===== src/rtl/button_pkg.sv =====
// Shared types and parameter-to-cycle helpers for the button press detector.
package button_pkg;

   // Press-tracking states: released, held below the long threshold, held past it.
   typedef enum logic [1:0] {
      ST_IDLE = 2'd0,
      ST_HELD = 2'd1,
      ST_LONG = 2'd2
   } state_e;

   // Milliseconds to clock cycles at the given clock frequency.
   function automatic int unsigned ms_to_cycles(input int unsigned freq, input int unsigned ms);
      longint unsigned prod;
      prod = (64'(freq) * 64'(ms)) / 64'd1000;
      return 32'(prod);
   endfunction

   // Seconds to clock cycles at the given clock frequency.
   function automatic int unsigned s_to_cycles(input int unsigned freq, input int unsigned secs);
      longint unsigned prod;
      prod = 64'(freq) * 64'(secs);
      return 32'(prod);
   endfunction

   // Bits needed to hold the value n-1 (at least one bit).
   function automatic int unsigned cnt_width(input int unsigned n);
      return (n < 2) ? 32'd1 : 32'($clog2(n));
   endfunction

endpackage


===== src/rtl/button_debounce.sv =====
// Two-flop synchroniser, polarity normalisation and debounce counter.
module button_debounce #(
   parameter int unsigned DB         = 5,
   parameter bit          ACTIVE_LOW = 1'b1
) (
   input  logic clk_i,
   input  logic rst_ni,
   input  logic raw_i,
   output logic level_o,
   output logic toggle_c
);
   import button_pkg::*;

   localparam int unsigned CW       = cnt_width(DB);
   localparam logic        IDLE_LVL = ACTIVE_LOW ? 1'b1 : 1'b0;

   logic          s1_q, s2_q;
   logic          level_q, level_d;
   logic [CW-1:0] cnt_q, cnt_d;
   logic          pressed;

   assign pressed  = ACTIVE_LOW ? ~s2_q : s2_q;
   assign level_o  = level_q;
   assign toggle_c = level_d ^ level_q;

   // Count consecutive disagreeing cycles; flip the level on the DB-th one.
   always_comb begin
      cnt_d   = '0;
      level_d = level_q;
      if (pressed != level_q) begin
         if (cnt_q == CW'(DB - 1)) begin
            level_d = ~level_q;
         end else begin
            cnt_d = cnt_q + CW'(1);
         end
      end
   end

   // Synchroniser resets to the released pin value so reset never looks like a press.
   always_ff @(posedge clk_i or negedge rst_ni) begin
      if (!rst_ni) begin
         s1_q    <= IDLE_LVL;
         s2_q    <= IDLE_LVL;
         level_q <= 1'b0;
         cnt_q   <= '0;
      end else begin
         s1_q    <= raw_i;
         s2_q    <= s1_q;
         level_q <= level_d;
         cnt_q   <= cnt_d;
      end
   end

endmodule


===== src/rtl/button_press.sv =====
// Debounced button with press/release edges and short/long press classification.
module button_press #(
   parameter int unsigned FREQ        = 25000000,
   parameter int unsigned DEBOUNCE_MS = 20,
   parameter int unsigned LONG_SECS   = 1,
   parameter bit          ACTIVE_LOW  = 1'b1
) (
   input  logic clk_i,
   input  logic rst_ni,
   input  logic btn_i,
   output logic level_o,
   output logic press_o,
   output logic release_o,
   output logic short_o,
   output logic long_o
);
   import button_pkg::*;

   localparam int unsigned DB     = ms_to_cycles(FREQ, DEBOUNCE_MS);
   localparam int unsigned LH     = s_to_cycles(FREQ, LONG_SECS);
   localparam int unsigned HOLD_W = cnt_width(LH);

   logic              level;
   logic              toggle;
   logic              rise_ev, fall_ev;
   state_e            state_q;
   logic [HOLD_W-1:0] hold_q;
   logic              press_q, release_q, short_q, long_q;

   button_debounce #(
      .DB         (DB),
      .ACTIVE_LOW (ACTIVE_LOW)
   ) u_debounce (
      .clk_i    (clk_i),
      .rst_ni   (rst_ni),
      .raw_i    (btn_i),
      .level_o  (level),
      .toggle_c (toggle)
   );

   // Level flips at this edge: pulses land in the first cycle of the new level.
   assign rise_ev = toggle & ~level;
   assign fall_ev = toggle &  level;

   assign level_o   = level;
   assign press_o   = press_q;
   assign release_o = release_q;
   assign short_o   = short_q;
   assign long_o    = long_q;

   // Press classifier; hold_q reads 0 in the press_o cycle and LH-1 in the long_o cycle.
   always_ff @(posedge clk_i or negedge rst_ni) begin
      if (!rst_ni) begin
         state_q   <= ST_IDLE;
         hold_q    <= '0;
         press_q   <= 1'b0;
         release_q <= 1'b0;
         short_q   <= 1'b0;
         long_q    <= 1'b0;
      end else begin
         press_q   <= rise_ev;
         release_q <= fall_ev;
         short_q   <= 1'b0;
         long_q    <= 1'b0;
         case (state_q)
            ST_IDLE: begin
               if (rise_ev) begin
                  state_q <= ST_HELD;
                  hold_q  <= '0;
               end
            end
            ST_HELD: begin
               if (fall_ev) begin
                  short_q <= 1'b1;
                  state_q <= ST_IDLE;
                  hold_q  <= '0;
               end else if (hold_q == HOLD_W'(LH - 2)) begin
                  long_q  <= 1'b1;
                  state_q <= ST_LONG;
                  hold_q  <= hold_q + HOLD_W'(1);
               end else begin
                  hold_q  <= hold_q + HOLD_W'(1);
               end
            end
            ST_LONG: begin
               if (fall_ev) begin
                  state_q <= ST_IDLE;
                  hold_q  <= '0;
               end
            end
            default: begin
               state_q <= ST_IDLE;
               hold_q  <= '0;
            end
         endcase
      end
   end

endmodule


===== config.mk =====
export PLATFORM = sky130hd
export DESIGN_NAME = button_press
export DESIGN_NICKNAME = d
export VERILOG_FILES = /design/src/rtl/button_pkg.sv /design/src/rtl/button_debounce.sv /design/src/rtl/button_press.sv
export SDC_FILE = /design/constraint.sdc
export NUM_CORES = 1
export LEC_CHECK = 0
export ABC_AREA = 1
export CAP_MARGIN = 20
export CORE_UTILIZATION = 60
export DETAILED_ROUTE_END_ITERATION = 6
export PLACE_DENSITY_LB_ADDON = 0.25
export SYNTH_ARGS = -nofsm -noshare
export SYNTH_HDL_FRONTEND = slang
export SYNTH_SLANG_ARGS = --single-unit

===== constraint.sdc =====
create_clock -name clk_i -period 2.25 [get_ports clk_i]
set_input_delay 0.45 -clock clk_i [delete_from_list [all_inputs] [get_ports clk_i]]
set_output_delay 0.45 -clock clk_i [all_outputs]
set_load 0.01 [all_outputs]

Word level (Yosys, flattened, before mapping)
Cells that the tools add are included.
Storage, ports and cells
  register bits: 53
  input port bits: 3
  output and inout port bits: 5
Cells by class
  $add $sub $neg: 2
  eq/ne operators: 8
  muxes and demuxes: 18
  bitwise operators: 5
  reductions and logical operators: 3
Operators with widths (count)
  25-bit 2-to-1 mux: 3
  25-bit case mux with 3 select lines: 1
  19-bit 2-to-1 mux: 2
  25-bit by 1-bit adder with 25-bit output (second input constant): 1
  25-bit equality test (second input constant): 1
  19-bit by 1-bit adder with 19-bit output (second input constant): 1
  19-bit equality test (second input constant): 1
  2-bit 2-to-1 mux: 4
  1-bit 2-to-1 mux: 7
  2-bit case mux with 3 select lines: 1
  2-bit inequality test (second input constant): 2
  3-bit inequality test (second input constant): 1
  3-bit AND reduction: 1
  1-bit bitwise AND: 2
  2-bit by 1-bit equality test with 1-bit output (second input constant): 1
  2-bit equality test (second input constant): 1
  2-bit logical NOT: 1
  1-bit inverter: 2
  2-bit AND reduction: 1
  1-bit inequality test: 1
  1-bit bitwise XOR: 1

Longest topological paths before layout
  depth in word-level cells: 7
  depth in mapped cells: 10

Modules after synthesis
From an unflattened synthesis, not the netlist that was laid out.
Second synthesis, totals
  cell total of the unflattened synthesis: 421
  area total of the unflattened synthesis: 3164.3 µm²
Modules (own cells, without submodules)
  button_press: times used 1, cells an instance 267, area each 1980.6 µm², sequential area each 775.7 µm²
  button_debounce: times used 1, cells an instance 154, area each 1183.6 µm², sequential area each 553.0 µm²

Least setup slack after synthesis
Ideal clock, no wire load.
  path kind: register to register
  start: reg u_debounce.cnt_q[0]
  end: reg hold_q[22]
  arrival time: 1.588 ns
  data required time: 2.131 ns
  setup slack: 0.544 ns
  stages on the path, launching flop included: 10
  buffers on the path: 1
  period minus slack after synthesis: 1.706 ns
  cells stage by stage: dfrtp_1 ha_1 nand3_4 nor3_4 nand3_4 nand2_2 nand2_4 buf_6 nand2_1 nand2_1
Between the ends
  longest elaborated chain between the ends: 7
  elaborated cells between the ends (all ways): 11
  classes of those cells: eq/ne: 3; mux: 4; bitwise: 3; reduce/logical: 1
RTL lines
  start, declared: line button_debounce.sv:19  | logic [CW-1:0] cnt_q, cnt_d;
  start signal, assigned: line button_debounce.sv:50  | cnt_q <= cnt_d;
  19-bit equality test *: line button_debounce.sv:31  | if (cnt_q == CW'(DB - 1)) begin
  1-bit 2-to-1 mux *: line button_debounce.sv:31
  1-bit 2-to-1 mux *: line button_debounce.sv:30  | if (pressed != level_q) begin
  1-bit bitwise XOR *: line button_debounce.sv:24  | assign toggle_c = level_d ^ level_q;
  1-bit bitwise AND (on tied branches): line button_press.sv:43, button_press.sv:42
  25-bit 2-to-1 mux or 2-bit inequality test (tied branches)
  25-bit case mux with 3 select lines or 2-bit AND reduction (tied branches)
  end signal, assigned: line button_press.sv:80  | hold_q <= hold_q + HOLD_W'(1);
  end signal, assigned: line button_press.sv:82  | hold_q <= hold_q + HOLD_W'(1);
  end, declared: line button_press.sv:27  | logic [HOLD_W-1:0] hold_q;
Every way passes the cells marked *; elsewhere a longest branch is shown, timed or not.
A chain may end at the register's enable or synchronous reset.

Worst setup path in the final report
  start: reg u_debounce.cnt_q[0]
  end: reg u_debounce.cnt_q[14]
Between the ends
  longest elaborated chain between the ends: 3
  elaborated cells between the ends (all ways): 4
  classes of those cells: add/sub: 1; eq/ne: 1; mux: 2
RTL lines (line)
  19-bit by 1-bit adder with 19-bit output or 19-bit equality test (tied branches): button_debounce.sv:34, button_debounce.sv:31
  19-bit 2-to-1 mux *: button_debounce.sv:31
  19-bit 2-to-1 mux *: button_debounce.sv:30
  via u_debounce.cnt_d[14]: button_debounce.sv:19
Mark *: on every way through the listed nets, which the timed path passes. The rest lies on a longest branch.

==> impl_metrics.yaml <==
critical_path:
  arrival_ns: 2.17
  startpoint_type: "flop"
  path_delay_family: "simple AND/OR/NAND/NOR gates"
  path_class: "flop to flop"
  slowest_stage: "dfrtp_1"
  path_cells: "ha_1 -> nand3_4 -> nor3_4 -> nand2_1 -> o21ai_1 -> inv_1 -> nand2_1 -> nor2_1"
  required_ns: 2.45
  end_kind: "flop"
  crit_top_cell: "nand2_1"
  max_stage_delay_ns: 0.43
  regToRegEndpoint: "u_debounce.cnt_q[14]"
  crit_fanout: 7
  worstRegToRegCells: 8
  cp.buffers_inverters: 1
  r2r_setup_slack_ns: 0.27
  r2r-start: "u_debounce.cnt_q[0]"
pwr:
  vdd_ir_drop_max_v: 0.0005637
  p_sw_share_pct: 19.54
  power.density_nw_per_um2: 497.8
  clock_power_share_pct: 42.4
  internal_power_mw: 1.413
  switching_power_uw: 343.2
  design_power_total_mw: 1.756
  p_comb_share_pct: 2.5
  pwr-share-seq_pct: 55.1
  p_leak_nw: 1.627
timing:
  worst_slew_pin_slew_ns: 0.5803
  period_needed_ns: 1.979
  fmax_mhz: 505.3
  final_hold_viol_count: 0
  drv_slew: 0
  rsz0062_at_grt: "no"
  finalCritPeriodShare_pct: 87.96
  relSlewSlack_pct: 61.31
  tns_ns: 0
  setup_viol: 0
  skew_ns: 0.009039
synthesis:
  syn-num-nets: 464
  ys_seq_area_share_pct: 40.96
  yosys_warnings: 0
  synth_async_sr_flop_share_pct: 100.0
  syn-cell-area_sq_um: 3244
  synth_top_area_share_pct: 39.34
  synth_seq_cells: 53
  synth_cells: 458
  ys.flop_type: "dfrtp_1"
  synth_most_common_cell: "nand2_1"
  synth_edf_count: 0
  synth.avg_cell_area_sq_um: 7.084
  synth_commonest_cells: "nand2_1, nor2_1, dfrtp_1, inv_1, nand3_1"
  synth_area_leaders: "dfrtp_1, nand2_1, nor2_1, nand3_1, xor2_1"
  synth_top_area_cell: "dfrtp_1"
  ys_types: 28
cts:
  cts_resized: 0
  cts_setup_buffers: 0
  cts_buffer_depth: 2
  postCtsHoldBufs: 0
  clk_pin_slew_ns: 0.09
  clk_latency_ns: 0.30
  cts.htree.levels: 2
  cts_sinks: 53
  cts-root-buf: "clkbuf_8"
  cts_tree: "yes"
  numCtsBuffers: 5
layout:
  drive_above_1_share_pct: 4.468
  fin_area_sq_um: 3528
  layout.nets: 475
  diodes: 0
  area_growth_syn_to_layout_pct: 8.754
  nFillCells: 422
  regArea_sq_um: 1329
  multi_input_area_sq_um: 1717
worst_hold_path:
  min-delay-path-class: "input pin to async pin"
route:
  detail_route.iter0.violations: 354
  wl_met1_mm: 3.716
  routedWlPerCell_um: 13.56
  wirelength_mm: 7.321
  drtPass1Iterations: 5
  met2_length_mm: 2.998
  ant_nets: 0
  post-route-drc-count: 0
  wl_met3_um: 539
  vias: 2960
  top_layer: "met4"
  viasPerCell: 5.481
placed_design:
  port_buffers: 7
  gp_congestion: 0.9815
  postPlaceCellArea_sq_um: 3395
  dp_hpwl_mm: 5.295
global_routing:
  grt_pass1_wl_mm: 12.05
  gr-usage-all-layers_pct: 27.86
  grt_pass1_vias: 2540
  grt_max_degree: 30
  antenna_found_initial: 0
  overflow: 0
floorplanning:
  start_util_pct: 62.72
  die_h_um: 75.54
  ios: 8
  die_area_sq_um: 5706
  core-area_sq_um: 5172
  rows: 26
  die_w_um: 75.54
outcome:
  run_status: "completed"
flow_run:
  drv_cap: 0
==> stage by stage <==
| stage | worst slack [ns] | util [%] | hold slack [ns] | instances |
|---|---|---|---|---|
| after detailed placement | 0.2845 | 65.63 | 0.3530 | 532 |
| after CTS | 0.2618 | 68.21 | 0.1497 | 540 |
| final | 0.2709 | 68.21 | 0.1350 | 540 |
| after floorplan | 0.5436 | - | 0.1544 | 458 |
| after global placement | 0.3851 | 65.63 | 0.3461 | 532 |
| after global routing | 0.08713 | 68.21 | 0.1907 | 540 |
==> cell type report <==
cell class | count | area share [%]
clock buffer | 5 | 1.950
sequential | 53 | 37.66
clock inverter | 3 | 1.844
inverter | 41 | 4.362
multi-input combinational | 357 | 48.65
tap | 70 | 2.482
timing repair buffer | 11 | 3.050
==> worst reg2reg max path, cell delays in order, from the launching register on <==
cell and delay [ns]:
dfrtp_1 0.43, ha_1 0.30, nand3_4 0.15, nor3_4 0.32, nand2_1 0.10, o21ai_1 0.30, inv_1 0.16, nand2_1 0.09
nor2_1 0.04
==> layer usage <==
| metal | vias up | track usage, % |
|---|---|---|
| li1 | 1481 | - |
| met1 | 1346 | 44.61 |
| met2 | 124 | 38.79 |
| met3 | 9 | 5.556 |
| met4 | 0 | 5.144 |
| met5 | - | 0 |
==> power by group through the flow <==
stage	registers (mW)	clock network, mW	logic (mW)
after global placement	0.985	0	0.0444
after CTS	0.967	0.766	0.0455
after floorplan	0.984	0	0.0137
final	0.967	0.746	0.0437
after detailed placement	0.986	0	0.0450
after global routing	0.968	0.807	0.0515
==> state kept, by name, summed over array words and instances, names as in the netlist <==
name / flops
hold_q: 25
u_debounce.cnt_q: 19
state_q: 2
long_o: 1
press_o: 1
release_o: 1
short_o: 1
u_debounce.level_o: 1
u_debounce.s1_q: 1
u_debounce.s2_q: 1
==> layout by cell type, fill, tap and decap left out, types with 2 or more instances in the layout <==
master	n
dfstp_2	2
clkdlybuf4s50_1	6
buf_4	3
xor2_1	18
nor3_1	9
nand3_4	2
a21oi_1	3
nand3_1	35
nand3b_1	12
nand4_1	24
dfrtp_1	51
o21bai_1	4
xnor2_1	2
nand2_1	153
clkbuf_8	5
bufinv_16	2
o21ai_0	2
nor2_1	82
ha_1	3
inv_1	40
==> worst max path at each step <==
stage	startpoint	cells after the start	slack, ns	endpoint
after global routing	u_debounce.cnt_q[0]	8	0.09	u_debounce.cnt_q[13]
after floorplan	u_debounce.cnt_q[0]	9	0.54	hold_q[22]
final	u_debounce.cnt_q[0]	8	0.27	u_debounce.cnt_q[14]
after CTS	u_debounce.cnt_q[0]	8	0.26	u_debounce.cnt_q[14]
after global placement	u_debounce.cnt_q[0]	8	0.39	u_debounce.cnt_q[13]
after detailed placement	u_debounce.cnt_q[0]	8	0.28	u_debounce.cnt_q[14]
==> kinds of logic after synthesis <==
family | count (synthesis) | synth area share (%)
AO/OA/AOI/OAI | 10 | 1.851
AND/OR/NAND/NOR | 324 | 44.50
XOR/XNOR | 20 | 5.399
adder cells (fa/ha/maj) | 3 | 1.157
buffers and inverters | 48 | 6.132
flip-flops | 53 | 40.96
Power figures use the tool's default switching activity.
